### config.mk
export PLATFORM = sky130hd
export DESIGN_NAME = datapath_pipe
export DESIGN_NICKNAME = d
export VERILOG_FILES = /design/src/rtl/datapath_pkg.sv /design/src/rtl/dp_alu.sv /design/src/rtl/datapath_pipe.sv
export SDC_FILE = /design/constraint.sdc
export NUM_CORES = 1
export LEC_CHECK = 0
export BUFFER_PORTS_ARGS = -buffer_cell sky130_fd_sc_hd__buf_2
export CORE_AREA = 2 2 193 195
export CTS_CLUSTER_DIAMETER = 120
export CTS_CLUSTER_SIZE = 14
export DETAILED_ROUTE_END_ITERATION = 6
export DIE_AREA = 0 0 195 197
export HOLD_SLACK_MARGIN = 0.1
export PLACE_DENSITY = 0.51
export SLEW_MARGIN = 40
export SYNTH_ARGS = -nofsm -noshare
export SYNTH_HDL_FRONTEND = slang
export SYNTH_SLANG_ARGS = --single-unit
export TNS_END_PERCENT = 30
### constraint.sdc
create_clock -name CLK -period 5.8 [get_ports CLK]
set_input_delay 1.74 -clock CLK [delete_from_list [all_inputs] [get_ports CLK]]
set_output_delay 1.74 -clock CLK [all_outputs]
set_load 0.05 [all_outputs]
### src/rtl/datapath_pkg.sv
// datapath_pkg: shared opcodes, control-word field layout and flag indices for datapath_pipe
package datapath_pkg;
  localparam logic [3:0] FS_PASSA  = 4'b0000;
  localparam logic [3:0] FS_INC    = 4'b0001;
  localparam logic [3:0] FS_ADD    = 4'b0010;
  localparam logic [3:0] FS_ADDC   = 4'b0011;
  localparam logic [3:0] FS_SUBB   = 4'b0100;
  localparam logic [3:0] FS_SUB    = 4'b0101;
  localparam logic [3:0] FS_DEC    = 4'b0110;
  localparam logic [3:0] FS_PASSA2 = 4'b0111;
  localparam logic [3:0] FS_AND    = 4'b1000;
  localparam logic [3:0] FS_OR     = 4'b1001;
  localparam logic [3:0] FS_XOR    = 4'b1010;
  localparam logic [3:0] FS_NOT    = 4'b1011;
  localparam logic [3:0] FS_PASSB  = 4'b1100;
  localparam logic [3:0] FS_SHR    = 4'b1101;
  localparam logic [3:0] FS_SHL    = 4'b1110;
  localparam logic [3:0] FS_PASSB2 = 4'b1111;
  localparam int CW_RW     = 0;
  localparam int CW_MD     = 1;
  localparam int CW_FS_LSB = 2;
  localparam int CW_MB     = 6;
  localparam int CW_BA_LSB = 7;
  localparam int FLAG_Z = 0;
  localparam int FLAG_N = 1;
  localparam int FLAG_C = 2;
  localparam int FLAG_V = 3;
  function automatic int cw_aa_lsb(input int aw);
    return 7 + aw;
  endfunction
  function automatic int cw_da_lsb(input int aw);
    return 7 + 2 * aw;
  endfunction
  function automatic int cw_width(input int aw);
    return 3 * aw + 7;
  endfunction
endpackage

### src/rtl/dp_alu.sv
// dp_alu: combinational ALU/shifter; ports a, b, fs in; f result, c carry/shift-out, v signed overflow out
module dp_alu
  import datapath_pkg::*;
#(
  parameter int WIDTH = 16
) (
  input  logic [WIDTH-1:0] a,
  input  logic [WIDTH-1:0] b,
  input  logic [3:0]       fs,
  output logic [WIDTH-1:0] f,
  output logic             c,
  output logic             v
);
  logic [WIDTH-1:0] bop;
  logic             cin;
  logic [WIDTH:0]   sum;
  always_comb begin
    bop = '0;
    cin = 1'b0;
    case (fs)
      FS_INC:  cin = 1'b1;
      FS_ADD:  bop = b;
      FS_ADDC: begin bop = b; cin = 1'b1; end
      FS_SUBB: bop = ~b;
      FS_SUB:  begin bop = ~b; cin = 1'b1; end
      FS_DEC:  bop = '1;
      default: ;
    endcase
    sum = {1'b0, a} + {1'b0, bop} + {{WIDTH{1'b0}}, cin};
    f = a;
    c = 1'b0;
    v = 1'b0;
    case (fs)
      FS_INC, FS_ADD, FS_ADDC, FS_SUBB, FS_SUB, FS_DEC: begin
        f = sum[WIDTH-1:0];
        c = sum[WIDTH];
        // overflow: both addends share a sign that the result does not
        v = (a[WIDTH-1] == bop[WIDTH-1]) && (sum[WIDTH-1] != a[WIDTH-1]);
      end
      FS_PASSA, FS_PASSA2: f = a;
      FS_AND:  f = a & b;
      FS_OR:   f = a | b;
      FS_XOR:  f = a ^ b;
      FS_NOT:  f = ~a;
      FS_PASSB, FS_PASSB2: f = b;
      FS_SHR:  begin f = {1'b0, b[WIDTH-1:1]}; c = b[0]; end
      FS_SHL:  begin f = {b[WIDTH-2:0], 1'b0}; c = b[WIDTH-1]; end
      default: f = a;
    endcase
  end
endmodule

### src/rtl/datapath_pipe.sv
// datapath_pipe: two-stage register-file datapath (operand capture, then ALU + write-back + V/C/N/Z flags).
// Ports: CLK, RESET_N (async active-low); CTRWRD/CTRWRD_VALID/CTRWRD_READY control handshake;
// Cin constant, Din memory data; Dout/Adrout registered operands; V/C/N/Z flags; WB_VALID/WB_ADDR/WB_DATA write-back.
// Macro DATAPATH_PIPE_FWD_EN: forward stage-2 result into operand read instead of stalling one cycle.
module datapath_pipe
  import datapath_pkg::*;
#(
  parameter  int WIDTH = 16,
  parameter  int NREG  = 8,
  localparam int AW    = $clog2(NREG),
  localparam int CW_W  = cw_width(AW)
) (
  input  logic             CLK,
  input  logic             RESET_N,
  input  logic [CW_W-1:0]  CTRWRD,
  input  logic             CTRWRD_VALID,
  output logic             CTRWRD_READY,
  input  logic [WIDTH-1:0] Cin,
  input  logic [WIDTH-1:0] Din,
  output logic [WIDTH-1:0] Dout,
  output logic [WIDTH-1:0] Adrout,
  output logic             V,
  output logic             C,
  output logic             N,
  output logic             Z,
  output logic             WB_VALID,
  output logic [AW-1:0]    WB_ADDR,
  output logic [WIDTH-1:0] WB_DATA
);
  logic [AW-1:0]    da, aa, ba, e_da;
  logic [3:0]       fs, e_fs, flg;
  logic             mb, md, rw, e_valid, e_md, e_rw, hit_a, hit_b, accept, alu_c, alu_v;
  logic [WIDTH-1:0] rf [NREG];
  logic [WIDTH-1:0] e_din, f, op_a, rf_b, op_b;
  assign da = CTRWRD[cw_da_lsb(AW) +: AW];
  assign aa = CTRWRD[cw_aa_lsb(AW) +: AW];
  assign ba = CTRWRD[CW_BA_LSB +: AW];
  assign mb = CTRWRD[CW_MB];
  assign fs = CTRWRD[CW_FS_LSB +: 4];
  assign md = CTRWRD[CW_MD];
  assign rw = CTRWRD[CW_RW];
  dp_alu #(.WIDTH(WIDTH)) u_alu (.a(Adrout), .b(Dout), .fs(e_fs), .f(f), .c(alu_c), .v(alu_v));
  assign WB_VALID = e_valid & e_rw;
  assign WB_ADDR  = e_da;
  assign WB_DATA  = e_md ? e_din : f;
  assign {V, C, N, Z} = {flg[FLAG_V], flg[FLAG_C], flg[FLAG_N], flg[FLAG_Z]};
  // a read of the register stage 2 is about to write would see the old value
  assign hit_a = WB_VALID && (aa == e_da);
  assign hit_b = WB_VALID && !mb && (ba == e_da);
`ifdef DATAPATH_PIPE_FWD_EN
  assign CTRWRD_READY = 1'b1;
  assign op_a = hit_a ? WB_DATA : rf[aa];
  assign rf_b = hit_b ? WB_DATA : rf[ba];
`else
  // one bubble lets the write land so the held word reads the updated register
  assign CTRWRD_READY = !(hit_a || hit_b);
  assign op_a = rf[aa];
  assign rf_b = rf[ba];
`endif
  assign op_b   = mb ? Cin : rf_b;
  assign accept = CTRWRD_VALID & CTRWRD_READY;
  always_ff @(posedge CLK or negedge RESET_N) begin
    if (!RESET_N) begin
      rf      <= '{default: '0};
      e_valid <= 1'b0;
      e_da    <= '0;
      e_fs    <= '0;
      e_md    <= 1'b0;
      e_rw    <= 1'b0;
      e_din   <= '0;
      Adrout  <= '0;
      Dout    <= '0;
      flg     <= '0;
    end else begin
      e_valid <= accept;
      if (accept) begin
        e_da   <= da;
        e_fs   <= fs;
        e_md   <= md;
        e_rw   <= rw;
        e_din  <= Din;
        Adrout <= op_a;
        Dout   <= op_b;
      end
      if (WB_VALID) rf[e_da] <= WB_DATA;
      if (e_valid && !e_md) begin
        flg[FLAG_V] <= alu_v;
        flg[FLAG_C] <= alu_c;
        flg[FLAG_N] <= f[WIDTH-1];
        flg[FLAG_Z] <= (f == '0);
      end
    end
  end
endmodule

Word level (Yosys, flattened, before mapping)
Cells that the tools add are included.
Storage, ports and cells
  register bits after elaboration: 190
  input port bits: 51
Operators by class
  multiplexer cells: 16
  add/subtract/negate cells: 2
  reductions and logical operators: 18
  equal/unequal tests: 19
  $lt $le $gt $ge: 4
  bitwise logic cells: 10
Operator list (number)
  $pmux W16 S9: 1
  $bwmux W128: 1
  $mux W16: 7
  $bmux W16 S3: 2
  $demux W16 S3: 1
  $pmux W16 S3: 1
  $eq A4 B4 Y1 const B: 8
  $not A16 Y16: 2
  $add A16 B16 Y17: 1
  $add A17 B1 Y17: 1
  $and A16 B16 Y16: 1
  $eq A4 B3 Y1 const B: 4
  $logic_not A16 Y1: 1
  $or A16 B16 Y16: 1
  $xor A16 B16 Y16: 1
  $ge A4 B4 Y1 const B: 3
  $not A3 Y4: 3
  $eq A4 B2 Y1 const B: 2
  $reduce_or A2 Y1: 4
  $eq A3 B3 Y1: 2
  $logic_and A1 B1 Y1: 6
  $reduce_or A6 Y1: 1
  $eq A4 B1 Y1 const B: 1
  $logic_not A4 Y1: 1
  other kinds (9): 13

Logic depth before layout (Yosys ltp)
  word-level depth: 8
  mapped depth: 17
  mapped depth without buffers: 13

Hierarchy
A second synthesis with hierarchy kept.
Unflattened totals
  cell total of the unflattened synthesis: 1127
  area, all modules: 11793.8 µm²
By module, submodules not included
  datapath_pipe: instances 1, cells each 763, area an instance 9240.1 µm²
  dp_alu: instances 1, cells each 364, area an instance 2553.7 µm²

Worst setup path before layout
OpenSTA, ideal clock, no wires.
  path kind: flip-flop to output port
  from: register e_fs[1]
  to: output WB_DATA[10]
  required time: 4060 ps
  path buffers: 4
  cell stages (with the launch flop): 15
  data arrival time: 3890 ps
  setup slack: 170 ps
  cell sequence: dfrtp_1 -> buf_6 -> buf_2 -> buf_2 -> clkbuf_1 -> mux2i_1 -> nor2_1 -> fa_1 -> fa_1 -> a21o_1 -> a221oi_2 -> o21ai_0 -> xor2_1 -> a21oi_1 -> mux2i_1
On the way
  cells in the longest elaborated chain, start to end: 7
Ends and longest elaborated chain
  start, declared: line datapath_pipe.sv:31  | logic [3:0] fs, e_fs, flg;
  start signal, assigned: line datapath_pipe.sv:78  | e_fs <= fs;
  $eq A4 B3 Y1 or $eq A4 B2 Y1 (tied branches): line dp_alu.sv:20, dp_alu.sv:33
  $reduce_or A2 Y1 (no source line)
  $pmux W16 S3: line dp_alu.sv:20  | case (fs)
  $add A16 B16 Y17: line dp_alu.sv:29  | sum = {1'b0, a} + {1'b0, bop} + {{WIDTH{1'b0}}, cin};
  $add A17 B1 Y17: line dp_alu.sv:29
  $pmux W16 S9 *: line dp_alu.sv:33  | case (fs)
  $mux W16 *: line datapath_pipe.sv:45  | assign WB_DATA = e_md ? e_din : f;
  end, declared: line datapath_pipe.sv:28  | output logic [WIDTH-1:0] WB_DATA
Mark *: on every way between the ends. The rest lies on a longest branch, timed or not.

Worst setup path after layout
  from: register e_fs[1]
  to: output WB_DATA[14]
The elaborated chain is that of the path after synthesis.

==> metrics.yaml <==
grt_max_degree: 122
ys_seq_area_share_pct: 37.80
power_density_nw_per_um2: 471.9
dr.pass1.iters: 7
drtIter0Drc: 684
stdcell_area_sq_um: 14270
antenna_found_initial: 0
rr_worst_depth: 14
worstHoldPathCells: 2
finClkSkew_ns: 0.009654
cpMostUsedCell: "fa_1"
dieArea_sq_um: 38420
synth.area.mux_share_pct: 24.76
cp.depth: 13
synthDistinctLibCells: 85
routedWlPerCell_um: 22.11
drt_wl_total_um: 39490
synthXorXnorAreaFrac_pct: 1.184
status: "finished, final reports clean"
rows: 70
hp-class: "reg -> reg"
nFillCells: 3617
holdCritStartpoint: "e_din[4]$_DFFE_PN0P_"
area_delta_synth_final_pct: 13.47
cts_buffers: 17
synth_top_family_by_area: "multiplexers"
initial_utilization_pct: 34.69
ios: 108
cp-start-kind: "register"
syn_nets: 1331
ant_nets: 0
syn_area_sq_um: 12580
gp_congestion: 0.8695
avgSynthCellArea_sq_um: 10.22
cp_cell_sequence: "nand3_1 > nand2_1 > nor2_1 > fa_1 > fa_1 > a21o_1 > a221oi_2 > o211a_1 > o31ai_4 > xnor2_1 > a211oi_2 > a21oi_4 > buf_4"
max_cap_viol_count: 0
drc: 0
synth_fa_ha_area_share_pct: 4.993
max_freq_mhz: 177.1
cts-root-buf: "clkbuf_16"
fp.coreArea_sq_um: 36260
die_h_um: 197
cp_slowest_stage_delay_ns: 0.44
vias: 9885
slew_headroom_pct: 44.88
drt-vias-per-instance: 5.535
crit_type: "reg -> out"
postSynthRegisterBits: 190
total_power_mw: 6.736
htreeDepth: 4
finalSetupViolCount: 0
end_kind: "output port"
hold_violations: 0
synth_largest_area_cell: "dfrtp_1"
rr_startpoint: "e_fs[1]$_DFFE_PN0P_"
fin_nets: 1405
cp-startpoint: "e_fs[1]$_DFFE_PN0P_"
cts.path.max_buffers: 2
yosys_warnings: 0
synth_compound_area_share_pct: 13.95
synth.area.top_cells: "dfrtp_1, mux4_2, mux2_2"
grt_pass1_vias: 9987
cts_tree: "built"
portBuffers: 107
synth-simple-area-share_pct: 12.18
slew_viol_final: 0
drive_gt1_share_pct: 27.92
die_w_um: 195
grt_pass1_wl_um: 61410
critPathTopFamily: "compound AO/OA/AOI/OAI gates"
async_flop_share_pct: 100.0
period_needed_ns: 5.646
max-vdd-ir-drop_mv: 0.2103
cp_slowest_cell: "fa_1"
tns_ns: 0
cts.sinks: 190
syn_inst: 1231
path_clk_slew_ns: 0.07
synth_flop_cell: "dfrtp_1"
crit_required_ns: 4.06
arrival_ns: 3.91
track_usage_pct: 21.04
overflow: 0
cp_max_fo: 7
yosysTopAreaCellShare_pct: 37.80
crit_buf_inv: 1
leakage_nw: 6.382
n_antenna_cell: 0
insertion_delay_ns: 0.43
synth-edff-count: 0
dpl.hpwl_um: 27910
fin_crit_sh_pct: 97.34
worstMarginPinSlew_ns: 0.8037
grt_setup_unrepaired: "yes"
placed_cell_area_sq_um: 13600
[state kept, by name (all words and copies together) (netlist names), 3 cells and up]
register	flops
e_din	16
flg	4
Adrout	16
rf	128
Dout	16
e_fs	4
WB_ADDR	3
[area by class of cell]
cell class / count / area, sq um / area share, %
Clock buffer: 21 / 460.4 / 3.226
Timing Repair Buffer: 150 / 893.4 / 6.259
Tap cell: 468 / 585.6 / 4.102
Sequential cell: 190 / 4756 / 33.32
Multi-Input combinational cell: 896 / 7212 / 50.53
Clock inverter: 11 / 178.9 / 1.254
Inverter: 50 / 187.7 / 1.315
[placed cells by master, fill, tap and decap left out, types with 6 or more instances in the layout]
| cell | instances |
|---|---|
| dfrtp_1 | 189 |
| nand2_1 | 136 |
| buf_2 | 104 |
| nor2_1 | 97 |
| a21oi_1 | 94 |
| mux2_2 | 89 |
| o21ai_0 | 68 |
| mux4_2 | 64 |
| mux2i_1 | 63 |
| ha_1 | 47 |
| inv_1 | 46 |
| buf_4 | 42 |
| nand2b_1 | 18 |
| clkbuf_16 | 18 |
| nor3_1 | 12 |
| nand3_1 | 11 |
| xor2_1 | 10 |
| o21ai_1 | 9 |
| o211ai_1 | 8 |
| o2bb2ai_1 | 8 |
| and2_1 | 7 |
| a211o_1 | 7 |
| xnor2_1 | 7 |
| a31oi_1 | 7 |
| nand3b_1 | 7 |
| a22oi_1 | 7 |
| a21o_1 | 6 |
| nor2_2 | 6 |
[metrics by stage]
| step | setup WS [ns] | cells | hold WS, ns | util (%) |
|---|---|---|---|---|
| 4_1_cts | 0.09810 | 1785 | 0.4846 | 39.28 |
| 2_1_floorplan | 0.1703 | 1231 | 0.4374 | - |
| 5_1_grt | -0.03200 | 1786 | 0.5067 | 39.37 |
| 3_3_place_gp | 0.5150 | 1753 | 0.4545 | 37.47 |
| 6_report | 0.1545 | 1786 | 0.4818 | 39.37 |
| 3_5_place_dp | 0.4663 | 1753 | 0.4652 | 37.50 |
[cells by family (layout without fill, tap and decap cells)]
| kind of cell | after synthesis | in the layout |
|---|---|---|
| flops | 190 | 190 |
| buf+inv | 145 | 232 |
| compound gates | 276 | 276 |
| xor+xnor | 17 | 17 |
| mux | 219 | 219 |
| simple gates | 335 | 335 |
| fa+ha+maj | 49 | 49 |
[worst paths after layout]
kind                                     endpoint  slack (ns)
setup / recovery                      WB_DATA[14]        0.15
hold / removal               e_din[4]$_DFFE_PN0P_        0.48
setup reg to reg               rf[30]$_DFFE_PN0P_        2.08
hold reg to reg              e_din[4]$_DFFE_PN0P_        0.48
max in group asynchronous  Adrout[11]$_DFFE_PN0P_        3.51
min in group asynchronous      rf[77]$_DFFE_PN0P_        1.28
[worst reg2reg max path: cells and delay by family (launching register included)]
kind                       cells  cell delay (ns)
xor gates and xnor gates       1             0.15
muxes                          1             0.25
adders and majority gates      2             0.86
buffers and inverters          1             0.18
AOI/OAI and AO/OA              6             1.41
and+or+nand+nor                3             0.36
DFF                            1             0.40
[repair_timing]
item / in CTS / in global routing
endpoints found under the setup margin: 1 / 7
resized for setup: 1 / 7
pin swaps: 0 / 0
buffers inserted: 0 / 1
hold buffers: 0 / 0
[synth_stat cells (3+ instances only)]
cell / instances
a221oi_1: 4
nand3_1: 11
o22ai_1: 3
a222oi_1: 3
nor2_1: 103
a211oi_1: 3
o211ai_1: 8
mux4_2: 64
a21oi_1: 94
o32ai_1: 3
nand2_1: 137
dfrtp_1: 190
buf_2: 21
mux2_2: 89
or2_2: 3
o21ai_0: 68
o221ai_1: 5
nor3_2: 3
a21o_1: 6
inv_1: 47
nor3b_1: 4
nand2b_1: 18
xnor2_1: 7
o21ai_1: 9
nor2b_1: 5
and2_1: 7
o2bb2ai_1: 8
ha_1: 47
nand3b_1: 7
buf_6: 6
and3_1: 5
buf_1: 5
a22oi_1: 7
mux2i_1: 63
nor3_1: 12
a32o_1: 3
a211o_1: 7
clkbuf_1: 55
or3_1: 5
buf_4: 7
xor2_1: 10
a31oi_1: 7
a21oi_2: 4
[power by group]
part           total [mW]  internal, mW  switching [mW]
registers            2.37          1.83           0.535
clock network        1.28         0.751           0.526
logic                3.09          1.28            1.81
total                6.74          3.86            2.87
[per-layer routing]
metal | global-route usage [%] | wire length, um
met1 | 28.87 | 17860
met2 | 35.11 | 19230
met3 | 2.618 | 1635
met4 | 5.937 | 753
met5 | 0 | 0
Note: power is estimated with default switching activity, not from simulation.
